[config.mk]
export PLATFORM = sky130hd
export DESIGN_NAME = store_buffer
export DESIGN_NICKNAME = d
export VERILOG_FILES = /design/src/rtl/mips_mem_pkg.sv /design/src/rtl/store_buffer_cam.sv /design/src/rtl/store_buffer.sv
export SDC_FILE = /design/constraint.sdc
export NUM_CORES = 1
export LEC_CHECK = 0
export CELL_PAD_IN_SITES_DETAIL_PLACEMENT = 0
export CELL_PAD_IN_SITES_GLOBAL_PLACEMENT = 1
export CORE_MARGIN = 10
export CORE_UTILIZATION = 51
export CTS_CLUSTER_DIAMETER = 60
export CTS_CLUSTER_SIZE = 16
export DETAILED_ROUTE_END_ITERATION = 8
export PLACE_DENSITY_LB_ADDON = 0.1
export SLEW_MARGIN = 20
export SYNTH_ARGS = -nofsm -noshare
export SYNTH_HDL_FRONTEND = slang
export SYNTH_SLANG_ARGS = --single-unit
[constraint.sdc]
create_clock -name clk -period 8.2 [get_ports clk]
set_clock_uncertainty 0.15 [all_clocks]
set_input_delay 1.64 -clock clk [delete_from_list [all_inputs] [get_ports clk]]
set_output_delay 1.64 -clock clk [all_outputs]
set_load 0.03 [all_outputs]
[src/rtl/mips_mem_pkg.sv]
// ---------------------------------------------------------------------------
// mips_mem_pkg
// Shared types for the MEM-stage store buffer.
//   SB_DEPTH_DEFAULT : default number of queued stores
//   sb_entry_t       : one queued store {addr, data} at the 32-bit geometry
//   sb_state_t       : store buffer controller state {IDLE, DRAIN, FLUSH}
// ---------------------------------------------------------------------------
package mips_mem_pkg;

    localparam int SB_DEPTH_DEFAULT = 4;
    localparam int SB_AW            = 32;
    localparam int SB_DW            = 32;

    typedef struct packed {
        logic [SB_AW-1:0] addr;
        logic [SB_DW-1:0] data;
    } sb_entry_t;

    // Explicit encodings keep the state readable on a debug probe.
    typedef enum logic [1:0] {
        IDLE  = 2'd0,
        DRAIN = 2'd1,
        FLUSH = 2'd2
    } sb_state_t;

endpackage

[src/rtl/store_buffer_cam.sv]
// ---------------------------------------------------------------------------
// store_buffer_cam
// Compares a load address against every valid store buffer entry and
// returns the data of the youngest matching entry.
//   entry_addr / entry_data : entry storage, indexed by slot
//   valid                   : per-slot valid mask
//   tail                    : next write slot (the youngest entry is tail-1)
//   ld_addr                 : load address to look up
//   hit                     : at least one valid entry matches
//   data                    : data of the youngest match, 0 when no hit
// ---------------------------------------------------------------------------
module store_buffer_cam #(
    parameter int DEPTH = 4,
    parameter int AW    = 32,
    parameter int DW    = 32
) (
    input  logic [AW-1:0]              entry_addr [DEPTH],
    input  logic [DW-1:0]              entry_data [DEPTH],
    input  logic [DEPTH-1:0]           valid,
    input  logic [$clog2(DEPTH)-1:0]   tail,
    input  logic [AW-1:0]              ld_addr,
    output logic                       hit,
    output logic [DW-1:0]              data
);

    localparam int PW = $clog2(DEPTH);

    logic [PW-1:0] idx;

    // Walk the ring starting at tail, which is the oldest slot position, so
    // a later (younger) match simply overrides an earlier one.
    always_comb begin
        hit  = 1'b0;
        data = '0;
        idx  = '0;
        for (int k = 0; k < DEPTH; k++) begin
            idx = tail + PW'(k);
            if (valid[idx] && (entry_addr[idx] == ld_addr)) begin
                hit  = 1'b1;
                data = entry_data[idx];
            end
        end
    end

endmodule

[src/rtl/store_buffer.sv]
// ---------------------------------------------------------------------------
// store_buffer
// Posted-write buffer between EX/MEM and the data memory. Stores are queued
// in order and retired whenever the MEM-stage load does not own the memory
// port. Loads that hit a queued store are forwarded (SB_FWD_EN defined) or
// stalled until the matching stores have drained (SB_FWD_EN undefined).
//
// Handshake: a store is taken on a clock edge where st_valid && st_ready.
// st_ready is registered and never depends on ld_req; a store offered with
// st_ready low is ignored and the pipeline must hold it.
//
// Ports:
//   clk, rst                   clock, synchronous active-high reset
//   st_valid/st_addr/st_data   store from MEM; st_ready accepts it
//   ld_req/ld_addr             MEM-stage load using the memory port
//   fwd_hit/fwd_data           forwarded load data
//   ld_stall                   hold the load in MEM
//   flush_req                  drain every queued entry
//   sb_empty                   nothing queued (registered)
//   dm_mem_write/dm_address/dm_data_write   data memory write port
// Configuration macro: SB_FWD_EN
// ---------------------------------------------------------------------------
module store_buffer
    import mips_mem_pkg::*;
#(
    parameter int DEPTH = SB_DEPTH_DEFAULT,
    parameter int AW    = 32,
    parameter int DW    = 32
) (
    input  logic          clk,
    input  logic          rst,
    input  logic          st_valid,
    input  logic [AW-1:0] st_addr,
    input  logic [DW-1:0] st_data,
    output logic          st_ready,
    input  logic          ld_req,
    input  logic [AW-1:0] ld_addr,
    output logic          fwd_hit,
    output logic [DW-1:0] fwd_data,
    output logic          ld_stall,
    input  logic          flush_req,
    output logic          sb_empty,
    output logic          dm_mem_write,
    output logic [AW-1:0] dm_address,
    output logic [DW-1:0] dm_data_write
);

    localparam int PW = $clog2(DEPTH);
    localparam int CW = PW + 1;
    localparam logic [CW-1:0] FULL_COUNT = CW'(DEPTH);

    logic [AW-1:0]    addr_q [DEPTH];
    logic [DW-1:0]    data_q [DEPTH];
    logic [PW-1:0]    head_q;
    logic [PW-1:0]    tail_q;
    logic [CW-1:0]    count_q;
    logic [CW-1:0]    count_d;
    sb_state_t        state_q;
    sb_state_t        state_d;
    logic             st_ready_q;
    logic             sb_empty_q;
    logic [DEPTH-1:0] valid;
    logic             push;
    logic             pop;
    logic             flushing;
    logic             cam_hit;
    logic [DW-1:0]    cam_data;

    assign flushing = (state_q == FLUSH);
    assign push     = st_valid && st_ready_q;
    assign st_ready = st_ready_q;
    assign sb_empty = sb_empty_q;

    // Slot i is live when its distance from head is below the count.
    always_comb begin
        valid = '0;
        for (int i = 0; i < DEPTH; i++) begin
            valid[i] = ({1'b0, PW'(i) - head_q} < count_q);
        end
    end

    store_buffer_cam #(
        .DEPTH (DEPTH),
        .AW    (AW),
        .DW    (DW)
    ) u_cam (
        .entry_addr (addr_q),
        .entry_data (data_q),
        .valid      (valid),
        .tail       (tail_q),
        .ld_addr    (ld_addr),
        .hit        (cam_hit),
        .data       (cam_data)
    );

`ifdef SB_FWD_EN
    assign fwd_hit  = ld_req && cam_hit;
    assign fwd_data = fwd_hit ? cam_data : '0;
    // Only a flush takes the port away from a load.
    assign ld_stall = flushing && ld_req;
`else
    logic unused_cam_data;
    assign unused_cam_data = ^cam_data;
    assign fwd_hit  = 1'b0;
    assign fwd_data = '0;
    // The load waits while any older store to its address is still queued;
    // the stall itself grants the port to the buffer so the match drains.
    assign ld_stall = ld_req && (flushing || cam_hit);
`endif

    // Retire the head whenever the load is absent or held back.
    assign pop           = (count_q != '0) && (!ld_req || ld_stall);
    assign dm_mem_write  = pop;
    assign dm_address    = pop ? addr_q[head_q] : '0;
    assign dm_data_write = pop ? data_q[head_q] : '0;

    always_comb begin
        count_d = count_q;
        case ({push, pop})
            2'b10:   count_d = count_q + CW'(1);
            2'b01:   count_d = count_q - CW'(1);
            default: count_d = count_q;
        endcase
    end

    always_comb begin
        state_d = state_q;
        if (flush_req) begin
            state_d = FLUSH;
        end else begin
            case (state_q)
                IDLE:    if (push)            state_d = DRAIN;
                DRAIN:   if (count_d == '0)   state_d = IDLE;
                FLUSH:   if (count_d == '0)   state_d = IDLE;
                default:                      state_d = IDLE;
            endcase
        end
    end

    always_ff @(posedge clk) begin
        if (rst) begin
            head_q     <= '0;
            tail_q     <= '0;
            count_q    <= '0;
            state_q    <= IDLE;
            st_ready_q <= 1'b1;
            sb_empty_q <= 1'b1;
        end else begin
            if (push) tail_q <= tail_q + PW'(1);
            if (pop)  head_q <= head_q + PW'(1);
            count_q    <= count_d;
            state_q    <= state_d;
            st_ready_q <= (count_d != FULL_COUNT) && (state_d != FLUSH);
            sb_empty_q <= (count_d == '0);
        end
    end

    // Entry storage needs no reset: the pointers and count define validity.
    always_ff @(posedge clk) begin
        if (push) begin
            addr_q[tail_q] <= st_addr;
            data_q[tail_q] <= st_data;
        end
    end

    // Only one instruction occupies MEM; a store offered together with a
    // load is still taken, but the pipeline has misbehaved.
    a_no_store_with_load : assert property (
        @(posedge clk) disable iff (rst) !(st_valid && ld_req)
    ) else $warning("store_buffer: st_valid and ld_req asserted together");

endmodule

==> results of run 1 <==
[per-stage QoR]
step	std cells	hold WS [ps]	util [%]	instance area (um2)	power (uW)
detailed placement	1405	405	57.8	17200	4100
global placement	1405	382	57.8	17200	4090
finish	1452	412	60.7	18000	5240
floorplan	948	370	-	15500	3410
CTS	1451	415	60.7	18000	5300
global route	1451	445	60.7	18000	5500
[cell type report]
class | instances | area share, %
Sequential cell | 267 | 43.9
Clock buffer | 30 | 3.81
Timing Repair Buffer | 181 | 10.0
Tap cell | 390 | 2.71
Clock inverter | 16 | 0.930
Antenna cell | 1 | 0.0139
Inverter | 12 | 0.250
Multi-Input combinational cell | 555 | 38.4
[kinds of logic after synthesis]
logic type | after synthesis | synth area share (%)
adder cells (fa/ha/maj) | 13 | 1.10
other | 1 | 0.0243
flip-flops | 267 | 51.3
XOR/XNOR | 139 | 7.90
multiplexers | 201 | 28.1
AND/OR/NAND/NOR | 139 | 5.38
buffers and inverters | 126 | 4.74
AO/OA/AOI/OAI | 30 | 1.46
[layer usage]
metal / share of wire, % / vias to the layer above
li1: - / 3939
met5: 0.18 / -
met2: 48 / 303
met3: 7.9 / 54
met4: 1.8 / 10
met1: 42 / 4648
[report_power, final]
group          switching (uW)  internal (uW)  total [uW]
combinational            1180           1100        2280
clock                     524            674        1200
sequential                124           1640        1760
total                    1830           3410        5240
[flip-flops by register name, indices dropped and copies added (netlist names)]
signal,count
data_q,128
tail_q,2
sb_empty,1
st_ready,1
head_q,2
addr_q,128
state_q,2
count_q,3
[Yosys cell counts, types with 2 or more instances]
library cell and number:
nor4_1 6, o31ai_1 2, inv_1 11, buf_2 14, clkbuf_1 39, nand3_1 8
and3_1 68, nor2b_1 3, a211oi_1 3, buf_4 39, nand2b_1 2, dfxtp_1 11
mux4_2 184, nor3_1 5, buf_1 8, a21oi_1 5, xor2_1 23, buf_6 12
o211ai_1 5, edfxtp_1 256, nand2_1 3, ha_1 12, xnor2_1 116, o311ai_0 4
clkbuf_2 2, nand4_1 30, a21boi_0 2, mux2i_1 15, nor2_1 10
[worst max-delay path, delay by kind of cell (launching register included)]
family | cells | cell delay [ps]
and+or+nand+nor | 3 | 1520
DFF | 1 | 370
xor gates and xnor gates | 1 | 180
buffers and inverters | 3 | 980
AOI/OAI and AO/OA | 2 | 530
muxes | 1 | 530
adders and majority gates | 1 | 630
[path summary, 6_finish.rpt]
check / startpoint / to / cells after the start
max reg2reg: tail_q[0]$_SDFFE_PP0P_ / state_q[0]$_SDFF_PP0_ / 19
max: tail_q[0]$_SDFFE_PP0P_ / dm_address[27] / 11
min reg2reg: count_q[1]$_SDFF_PP0_ / count_q[1]$_SDFF_PP0_ / 2
min: count_q[1]$_SDFF_PP0_ / count_q[1]$_SDFF_PP0_ / 2
==> impl_metrics.ini, run 1 <==
[status]
status = finished clean

[sta]
hold_violations = 0
layout_setup_ws_ps = 1040
slew_violations = 0
finalCritPeriodShare_pct = 87.3
rsz0062_at_grt = false
relSlewSlack_pct = 32.2
fmax_ghz = 0.140
setup_tns_ps = 0
fin_crit_ps = 7160
tightest_slew_ps = 1020
setup_violations = 0

[grt]
grt_pass1_wl_um = 58700
globalRouteMet1Util_pct = 27.7
grt_max_degree = 141
top_usage_layer = met2
grt_pass1_vias = 9314
grt_util_met3_pct = 4.46
grtUsageMet2_pct = 31.8
grt-ovfl-total = 0
grt_use_total_pct = 20.0
antenna_found_initial = 6

[floorplanning]
die_x_um = 194
dieArea_um2 = 37600
die-height_um = 194
start_util_pct = 51.8
num_rows = 63
num_io_pins = 202
coreArea_um2 = 29700

[place]
place.gp.congestion = 0.887
pre_cts_ws_ps = 1260
io_buffers = 168
dp_hpwl_um = 26200

[critical_path]
slowest_delay_ps = 770
cp_max_fo = 67
crit_required_ps = 6410
cp.arrival_ps = 5370
slowest_stage = nand4_4
path_cells = inv_2, ha_4, buf_12, mux4_2, xnor2_1, nand4_1, a211oi_1, a311oi_1, nand4_4, and3_1, clkdlybuf4s50_1
crit_type = reg -> out
crit_path_start_kind = flop
endpoint_kind = primary output
ff2ff_setup_slack_ps = 1890

[logic_synthesis]
ys_seq_elements = 267
yosysTopAreaCellShare_pct = 49.9
ys_top_cells_by_area = edfxtp_1 (50%), mux4_2 (27%), xnor2_1 (6.6%)
syn_area_um2 = 15400
async_reset_ff_share_pct = 0
synth-seq-area-share_pct = 51.3
synthFlopType = edfxtp_1
synth_cell_types = 47
yosysWarnings = 0
syn_inst = 916
avgSynthCellArea_um2 = 16.8
synth-edff-count = 256
synth_top_area_cell = edfxtp_1

[cells_and_area]
multiInputGateArea_um2 = 6920
regArea_um2 = 7920
drive_above_1_share_pct = 23.8
final_cell_mix = edfxtp_1 (256), mux4_2 (184), clkdlybuf4s50_1 (168)
nets = 1157
fillCellCount = 2229
syn2layout_area_growth_pct = 17.1
final_common_cell = edfxtp_1

[routing]
drt_iter0_markers = 758
drc = 0
routed_via_density = 6.17
avgRoutedWirePerCell_um = 26.5
final_antenna_net_count = 0
drt-total-wl_um = 38500
first_pass_iters = 5
num_vias = 8954

[clocking]
postCtsSetupBuffers = 0
cts_tree = done
clock_latency_ps = 540
cts.repair.resized = 0
clk_pin_slew_ps = 70
ctsHoldBuffers = 0
cts_buffers = 26
clock_path_buffers = 3
clkSinkCount = 267
htreeDepth = 1
clock_tree.root_cell = clkbuf_16

[power_and_ir_drop]
power_density_nw_per_um2 = 290
max-vdd-ir-drop_mv = 0.179
p_leak_uw = 0.00569

[worst_hold_path]
hold_path_class = reg -> reg

[job]
cap_violations = 0
Note: power is estimated with default switching activity, not from simulation.
==> inputs of run 2 (changes only) <==
--- a/config.mk
+++ b/config.mk
@@ -5,12 +5,12 @@
 export SDC_FILE = /design/constraint.sdc
 export NUM_CORES = 1
 export LEC_CHECK = 0
+export CAP_MARGIN = 20
 export CELL_PAD_IN_SITES_DETAIL_PLACEMENT = 0
 export CELL_PAD_IN_SITES_GLOBAL_PLACEMENT = 1
 export CORE_MARGIN = 10
 export CORE_UTILIZATION = 51
 export CTS_CLUSTER_DIAMETER = 60
-export CTS_CLUSTER_SIZE = 16
 export DETAILED_ROUTE_END_ITERATION = 8
 export PLACE_DENSITY_LB_ADDON = 0.1
 export SLEW_MARGIN = 20
==> impl_metrics.ini, run 2 (synthesized netlist as in run 1, its figures left out) <==
[sta]
slew_violations = 0
fin_crit_ps = 7130
fmax_ghz = 0.140
hold_slack_ps = 408
relSlewSlack_pct = 34.1
setup_violations = 0
rsz0062_at_grt = false
setup_tns_ps = 0
hold_violations = 0
finalCritPeriodShare_pct = 87.0
layout_setup_ws_ps = 1070
tightest_slew_ps = 989

[cells_and_area]
nets = 1165
syn2layout_area_growth_pct = 18.6
drive_above_1_share_pct = 24.5
fillCellCount = 2205
final_common_cell = edfxtp_1
reg.largest.list = addr_q x128, data_q x128, count_q x3
final_cell_mix = edfxtp_1 (256), mux4_2 (184), clkdlybuf4s50_1 (168)
layout.cells.non_filler = 1469

[critical_path]
rr_worst_depth = 19
ff2ff_setup_slack_ps = 1850
r2r_start = tail_q[0]$_SDFFE_PP0P_
crit_type = reg -> out
crit_end = dm_address[27]
cp_max_fo = 67
crit_required_ps = 6410
cp.arrival_ps = 5340
r2r-end = state_q[0]$_SDFF_PP0_
setup.worst_path.start = tail_q[0]$_SDFFE_PP0P_
crit_path_start_kind = flop
endpoint_kind = primary output

[clocking]
htreeDepth = 2
clock_path_buffers = 3
postCtsSetupBuffers = 0
clock_latency_ps = 510
clk_pin_slew_ps = 60
clkSinkCount = 267
cts_tree = done
cts_buffers = 34
ctsHoldBuffers = 0
cts.repair.resized = 0
clock_tree.root_cell = clkbuf_16

[worst_hold_path]
min_from = count_q[1]$_SDFF_PP0_
hold_path_class = reg -> reg

[routing]
drt_iter0_markers = 611
first_pass_iters = 5
drt-total-wl_um = 38700
final_antenna_net_count = 0
avgRoutedWirePerCell_um = 26.4
num_vias = 9053
routed_via_density = 6.16
drc = 0

[place]
pre_cts_ws_ps = 1260
place_inst = 1405
place.gp.congestion = 0.887
dp_hpwl_um = 26200
io_buffers = 168

[grt]
grt_pass1_vias = 9429
grt_use_total_pct = 20.3
grt-ovfl-total = 0
grt_pass1_wl_um = 59200
grt_max_degree = 141
antenna_found_initial = 6

[status]
status = finished clean

[floorplanning]
num_rows = 63
dieArea_um2 = 37600
num_io_pins = 202
start_util_pct = 51.8
coreArea_um2 = 29700
die_x_um = 194
die-height_um = 194

[power_and_ir_drop]
max-vdd-ir-drop_mv = 0.213
finalPower_uw = 5460
power_density_nw_per_um2 = 299
p_leak_uw = 0.00581

[job]
cap_violations = 0
==> run 2: metrics by stage <==
step	instance area (um2)	util, %
after detailed placement	17200	57.8
after floorplan	15500	-
after global routing	18300	61.4
final	18300	61.5
after CTS	18300	61.4
after global placement	17200	57.8
==> run 2: worst max-delay path, stage by stage, from the launching register on <==
cell	delay [ps]
dfxtp_4	360
inv_2	90
ha_4	640
buf_12	270
mux4_2	530
xnor2_1	180
nand4_1	240
a211oi_1	110
a311oi_1	440
nand4_4	780
and3_1	510
clkdlybuf4s50_1	610
==> run 2: where the power goes <==
part	total (uW)	leakage [uW]	switching (uW)	internal, uW
Sequential	1760	0.00243	124	1640
Clock	1410	0.000537	571	842
Combinational	2280	0.00284	1180	1100
==> run 2: final cells by class <==
| cell class | count | area, um2 | share of cell area (%) |
|---|---|---|---|
| diodes | 3 | 7.51 | 0.0411 |
| clock buffers | 42 | 922 | 5.05 |
| clock inverters | 19 | 159 | 0.870 |
| inverters | 12 | 45.0 | 0.247 |
| multi-input cells | 555 | 6920 | 37.9 |
| flip-flops and latches | 267 | 7920 | 43.4 |
| well taps | 390 | 488 | 2.67 |
| repair buffers | 181 | 1800 | 9.88 |
==> run 2: how the worst min path moves through the flow <==
| stage | cells past startpoint | end | slack, ps |
|---|---|---|---|
| after floorplan | 2 | count_q[1]$_SDFF_PP0_ | 370 |
| after global placement | 2 | count_q[1]$_SDFF_PP0_ | 380 |
| after detailed placement | 2 | count_q[1]$_SDFF_PP0_ | 410 |
| after CTS | 2 | count_q[1]$_SDFF_PP0_ | 410 |
| after global routing | 2 | count_q[1]$_SDFF_PP0_ | 440 |
| final | 2 | count_q[1]$_SDFF_PP0_ | 410 |
==> run 2: metal layers <==
metal	part of all wire (%)	GRT usage [%]	vias to the layer above
met5	0.18	0	-
li1	-	-	3970
met3	8.2	5.39	58
met4	1.8	4.72	10
met1	41	27.3	4659
met2	48	32.3	356
==> inputs of run 3 (changes only) <==
--- a/config.mk
+++ b/config.mk
@@ -5,6 +5,7 @@
 export SDC_FILE = /design/constraint.sdc
 export NUM_CORES = 1
 export LEC_CHECK = 0
+export ABC_AREA = 0
 export CAP_MARGIN = 20
 export CELL_PAD_IN_SITES_DETAIL_PLACEMENT = 0
 export CELL_PAD_IN_SITES_GLOBAL_PLACEMENT = 1
==> results of run 3 <==
Final layout, timing and power as in run 2 (identical DEF).
